<file path="src/rtl/irq_pkg.sv">
// Shared types and constants for the interrupt controller.
// FSM encoding, register word offsets and CTRL bit positions.
package irq_pkg;

  typedef enum logic [1:0] {
    IDLE    = 2'd0,
    REQ     = 2'd1,
    SERVICE = 2'd2
  } irq_state_t;

  localparam logic [3:0] OFF_PEND  = 4'h0;
  localparam logic [3:0] OFF_MASK  = 4'h4;
  localparam logic [3:0] OFF_CAUSE = 4'h8;
  localparam logic [3:0] OFF_CTRL  = 4'hC;

  localparam int CTRL_EN = 0;
  localparam int CTRL_RR = 1;

endpackage

</file>
<file path="src/rtl/irq_controller_prio_sel.sv">
// Combinational winner picker for pending requests.
// Fixed mode scans from 0; round-robin scans from rr_ptr with wrap.
module irq_prio_sel
  import irq_pkg::*;
#(
  parameter int NUM_SRC = 4
) (
  input  logic [NUM_SRC-1:0] req_vec,
  input  logic [2:0]         rr_ptr,
  input  logic               rr,
  output logic [2:0]         winner,
  output logic               any
);

  localparam logic [3:0] NS = 4'(NUM_SRC);

  logic [7:0] req8;
  logic [3:0] base;
  logic [3:0] idx;
  logic       found;

  assign req8 = 8'(req_vec);
  assign base = rr ? {1'b0, rr_ptr} : 4'd0;
  assign any  = |req_vec;

  // first set request at or after the start index, wrapping
  always_comb begin
    winner = 3'd0;
    found  = 1'b0;
    idx    = 4'd0;
    for (int k = 0; k < NUM_SRC; k++) begin
      idx = base + k[3:0];
      if (idx >= NS) idx = idx - NS;
      if (!found && req8[idx[2:0]]) begin
        found  = 1'b1;
        winner = idx[2:0];
      end
    end
  end

endmodule

</file>
<file path="src/rtl/irq_controller.sv">
// Memory-mapped interrupt controller for the MIPS peripheral bus.
// Edge capture, masking, priority select and req/ack/service FSM.
module irq_controller
  import irq_pkg::*;
#(
  parameter int          NUM_SRC    = 4,
  parameter logic [31:0] BASE_ADDR  = 32'h4000_0030,
  parameter logic        RR_DEFAULT = 1'b0
) (
  input  logic               clk,
  input  logic               reset,
  input  logic [NUM_SRC-1:0] src,
  input  logic               ker,
  input  logic               irq_ack,
  input  logic               rd,
  input  logic               wr,
  input  logic [31:0]        addr,
  input  logic [31:0]        wdata,
  output logic [31:0]        rdata,
  output logic               irqout,
  output logic [2:0]         cause_id
);

  localparam logic [3:0] NS = 4'(NUM_SRC);

  irq_state_t state, state_n;

  logic [NUM_SRC-1:0] pending, mask, src_d;
  logic [NUM_SRC-1:0] req_vec, events, w1c, clr;
  logic               ker_d, en, rr, cause_v;
  logic [2:0]         rr_ptr, winner;
  logic [3:0]         off, ptr_inc;
  logic               hit, wr_hit, any, take, ret;
  logic               unused_bits;

  assign hit     = addr[31:4] == BASE_ADDR[31:4];
  assign off     = {addr[3:2], 2'b00};
  assign wr_hit  = wr && hit;
  assign req_vec = pending & mask;
  assign events  = src & ~src_d;
  assign w1c     = (wr_hit && off == OFF_PEND)
                 ? wdata[NUM_SRC-1:0] : '0;
  assign clr     = take ? (NUM_SRC'(1) << winner) : '0;
  assign ptr_inc = {1'b0, winner} + 4'd1;
  assign unused_bits = ^{addr[1:0], wdata};

  irq_prio_sel #(.NUM_SRC(NUM_SRC)) u_sel (
    .req_vec(req_vec),
    .rr_ptr (rr_ptr),
    .rr     (rr),
    .winner (winner),
    .any    (any)
  );

  // state register
  always_ff @(posedge clk) begin
    if (!reset) state <= IDLE;
    else        state <= state_n;
  end

  // next state plus ack/return strobes
  always_comb begin
    state_n = state;
    take    = 1'b0;
    ret     = 1'b0;
    unique case (state)
      IDLE: begin
        if (en && any && !ker) state_n = REQ;
      end
      REQ: begin
        if (irq_ack && any) begin
          take    = 1'b1;
          state_n = SERVICE;
        end else if (!any || !en) begin
          state_n = IDLE;
        end
      end
      SERVICE: begin
        if (ker_d && !ker) begin
          ret     = 1'b1;
          state_n = IDLE;
        end
      end
      default: state_n = IDLE;
    endcase
  end

  // datapath registers: pending, config, cause, history
  always_ff @(posedge clk) begin
    if (!reset) begin
      pending  <= '0;
      mask     <= '0;
      src_d    <= '0;
      ker_d    <= 1'b0;
      en       <= 1'b0;
      rr       <= RR_DEFAULT;
      rr_ptr   <= 3'd0;
      cause_v  <= 1'b0;
      cause_id <= 3'd0;
      irqout   <= 1'b0;
    end else begin
      src_d   <= src;
      ker_d   <= ker;
      irqout  <= state_n == REQ;
      pending <= (pending & ~w1c & ~clr) | events;
      if (wr_hit && off == OFF_MASK)
        mask <= wdata[NUM_SRC-1:0];
      if (wr_hit && off == OFF_CTRL) begin
        en <= wdata[CTRL_EN];
        rr <= wdata[CTRL_RR];
      end
      if (take) begin
        cause_v  <= 1'b1;
        cause_id <= winner;
        rr_ptr   <= (ptr_inc == NS) ? 3'd0 : ptr_inc[2:0];
      end else if (ret) begin
        cause_v <= 1'b0;
      end
    end
  end

  // bus read mux, zero when not selected
  always_comb begin
    rdata = '0;
    if (rd && hit) begin
      unique case (off)
        OFF_PEND:  rdata = 32'(pending);
        OFF_MASK:  rdata = 32'(mask);
        OFF_CAUSE: rdata = {28'd0, cause_v, cause_id};
        OFF_CTRL: begin
          rdata[CTRL_EN] = en;
          rdata[CTRL_RR] = rr;
        end
        default: rdata = '0;
      endcase
    end
  end

endmodule

</file>
<file path="config.mk">
export PLATFORM = sky130hd
export DESIGN_NAME = irq_controller
export DESIGN_NICKNAME = d
export VERILOG_FILES = /design/src/rtl/irq_pkg.sv /design/src/rtl/irq_controller_prio_sel.sv /design/src/rtl/irq_controller.sv
export SDC_FILE = /design/constraint.sdc
export NUM_CORES = 1
export LEC_CHECK = 0
export ABC_AREA = 1
export BUFFER_PORTS_ARGS = -buffer_cell sky130_fd_sc_hd__buf_2
export CORE_ASPECT_RATIO = 0.6
export CORE_UTILIZATION = 47
export DETAILED_ROUTE_END_ITERATION = 8
export PLACE_DENSITY_LB_ADDON = 0.15
export SLEW_MARGIN = 30
export SYNTH_ARGS = -nofsm -noshare
export SYNTH_HDL_FRONTEND = slang
export SYNTH_SLANG_ARGS = --single-unit
</file>
<file path="constraint.sdc">
create_clock -name clk -period 3.9 [get_ports clk]
set_clock_uncertainty 0.05 [all_clocks]
set_input_delay 0.39 -clock clk [delete_from_list [all_inputs] [get_ports clk]]
set_output_delay 0.39 -clock clk [all_outputs]
set_load 0.05 [all_outputs]
</file>
==> results.py <==
metrics = {
    "run_status": {
        "run_status": "finished clean",
    },
    "job": {
        "cap_violations": 0,
    },
    "logic_synthesis": {
        "syn_inst": 277,
        "avgSynthCellArea_sq_um": 6.559,
        "ys_seq_area_frac": 0.2755,
        "yosysWarnings": 0,
        "syn-cell-area_sq_mm": 0.001817,
        "synth_cell_type_count": 32,
        "synth-seq-cells": 25,
    },
    "drt": {
        "drc_errors": 0,
        "first_pass_iters": 6,
        "wl_met2_um": 1496,
        "ant_nets": 0,
        "wl_per_cell_um": 10.65,
        "wl_met3_um": 309,
        "routed_wirelength_um": 3992,
        "met1_length_um": 2174,
        "topRoutingLayerUsed": "met4",
        "vias": 1772,
        "drt-initial-drc-count": 86,
        "via_per_inst": 4.725,
    },
    "final_layout": {
        "drive_above_1_share": 0.2470,
        "seq_area_sq_um": 500.5,
        "multi_input_area_sq_mm": 0.001062,
        "area_delta_synth_final_pct": 13.15,
        "n_antenna_cell": 0,
        "final_net_count": 409,
        "fill_cells": 396,
    },
    "global_routing": {
        "grt_pass1_wl_um": 6858,
        "grtUsageTotal": 0.2190,
        "antenna_found_initial": 0,
        "gr-total-overflow": 0,
        "grt_start_max_net_pins": 20,
        "grt_pass1_vias": 1528,
    },
    "die": {
        "dieArea_sq_mm": 0.004126,
        "fp.dieH_um": 50.16,
        "boundaryPins": 110,
        "core_sq_mm": 0.003680,
        "dieWidth_um": 82.27,
        "start_util": 0.4937,
        "rows": 17,
    },
    "place": {
        "routabilityCongestion": 0.9931,
        "hpwl_um": 3372,
        "port-buffer-count": 51,
    },
    "timing": {
        "totalNegativeSetupSlack_ns": 0,
        "period_minus_slack_ns": 2.793,
        "rsz0062_at_grt": "no",
        "fmax_ghz": 0.3580,
        "tightest_slew_ns": 0.7176,
        "slew_headroom": 0.5190,
        "drv_slew": 0,
        "finalCritPeriodShare": 0.7162,
        "setup_violations": 0,
        "hold_viol": 0,
    },
    "min_path": {
        "hold_path_class": "input pin to flip-flop",
        "min_path_cells": 3,
    },
    "pwr": {
        "power-per-cell-area_mw_per_mm2": 259.0,
        "p_leak_nw": 1.061,
        "vdd_drop_max_uv": 164.8,
        "p_total_w": 0.0005324,
    },
    "clocking": {
        "cts_sinks": 25,
        "post_cts_buffers": 0,
        "cts_tree": "done",
        "clk_pin_slew_ns": 0.09,
        "cts_root_buffer": "clkbuf_8",
        "holdBufCountCts": 0,
        "cts_buffers": 3,
        "ctsHtreeMaxLevel": 1,
        "clock_latency_ns": 0.27,
        "clk_path_buf_depth": 2,
        "ctsResizeCount": 0,
    },
    "worst_setup_path": {
        "r2r_cells": 15,
        "arrival_ns": 2.95,
        "end_kind": "flip-flop",
        "critPathLaunchType": "flip-flop",
        "required_ns": 4.06,
        "crit_type": "flip-flop to flip-flop",
        "cp_max_fo": 6,
    },
}
-- through the flow --
stage	hold WS, ns	util	cell area [sq um]	cells	setup slack, ns
after CTS	0.2547	0.5587	2056	375	1.125
final	0.2562	0.5587	2056	375	1.107
after floorplan	0.3878	-	1918	304	1.450
after global placement	0.4035	0.5461	2009	371	1.172
after detailed placement	0.4027	0.5461	2009	371	1.141
after global routing	0.2524	0.5587	2056	375	0.8007
-- path summary, 6_finish.rpt --
path,start,to,slack (ns)
min,src[0],src_d[0],0.26
max,rr,rr_ptr[2],1.11
max reg2reg,rr,rr_ptr[2],1.11
min reg2reg,mask[2],mask[2],0.42
-- power by group --
part	total (W)	switching [W]	internal, W
Sequential	0.000267	0.00000485	0.000262
Combinational	0.000111	0.0000861	0.0000245
Clock	0.000155	0.0000836	0.0000716
-- worst max-delay path, cell delays in order (launching register included) --
cell and delay (ns):
dfxtp_1 0.45, nand2_2 0.14, ha_1 0.36, nand3b_2 0.26, nand3_2 0.13, nor2_1 0.06
nor2_1 0.08, nand2_1 0.06, nand2_2 0.15, inv_1 0.08, ha_1 0.22, ha_1 0.27
inv_1 0.04, a21oi_1 0.19, nand2_1 0.08, a21oi_1 0.12
-- sequential cells by signal, indices dropped and copies added, names as in the netlist --
name / count
cause_id: 3
rr_ptr: 3
src_d: 4
irqout: 1
en: 1
mask: 4
rr: 1
cause_v: 1
pending: 4
state: 2
ker_d: 1
-- synth_stat cells, drive strengths merged --
cell type | n | share of area
nand3 | 23 | 0.072
ha | 6 | 0.041
nor2 | 31 | 0.065
o31ai | 1 | 0.0041
clkinv | 1 | 0.0048
clkbuf | 2 | 0.0041
nor4 | 5 | 0.017
nand3b | 2 | 0.010
dfxtp | 25 | 0.28
or2 | 4 | 0.014
inv | 33 | 0.068
a31oi | 1 | 0.0034
buf | 29 | 0.12
nor3 | 5 | 0.023
nand2 | 69 | 0.16
a21oi | 16 | 0.048
conb | 2 | 0.0041
a221oi | 1 | 0.0048
o22ai | 1 | 0.0034
nand4 | 10 | 0.034
o21ai | 10 | 0.028
-- layer usage --
metal | global-route usage | vias to the layer above
li1 | - | 949
met1 | 0.3389 | 757
met2 | 0.3044 | 64
met3 | 0.05273 | 2
met4 | 0.03509 | 0
met5 | 0 | -
-- layout by cell type (no fill, tap or decap), types with 2 or more instances in the layout --
cell type / synthesis / layout
a21oi_1: 14 / 14
ha_1: 6 / 6
nand3_1: 20 / 20
nor2_1: 30 / 30
or2_2: 4 / 4
inv_1: 29 / 29
nand3_2: 3 / 3
a21oi_2: 2 / 2
dfxtp_1: 25 / 25
o21ai_0: 4 / 4
nand2_2: 7 / 7
inv_2: 4 / 4
nor3_1: 3 / 3
buf_2: 1 / 51
clkbuf_8: 0 / 3
nand2_1: 61 / 61
o21ai_1: 6 / 6
conb_1: 2 / 29
nand4_1: 10 / 10
nor4_1: 5 / 5
-- cells by family (layout without fill, tap and decap cells) --
| logic type | Yosys count | in the layout | share of synthesized area |
|---|---|---|---|
| buffers and inverters | 65 | 89 | 0.1956 |
| other | 2 | 29 | 0.004134 |
| adder cells (fa/ha/maj) | 6 | 6 | 0.04132 |
| AO/OA/AOI/OAI | 30 | 30 | 0.09161 |
| AND/OR/NAND/NOR | 149 | 149 | 0.3919 |
| flip-flops | 25 | 25 | 0.2755 |
-- area by class of cell --
type / count / area share
multi-input cells: 214 / 0.5167
clock inverters: 1 / 0.002435
clock buffers: 3 / 0.02009
repair buffers: 51 / 0.1242
well taps: 47 / 0.02861
inverters: 34 / 0.06452
flip-flops and latches: 25 / 0.2435
No activity file was read; power rests on OpenSTA's default activity.
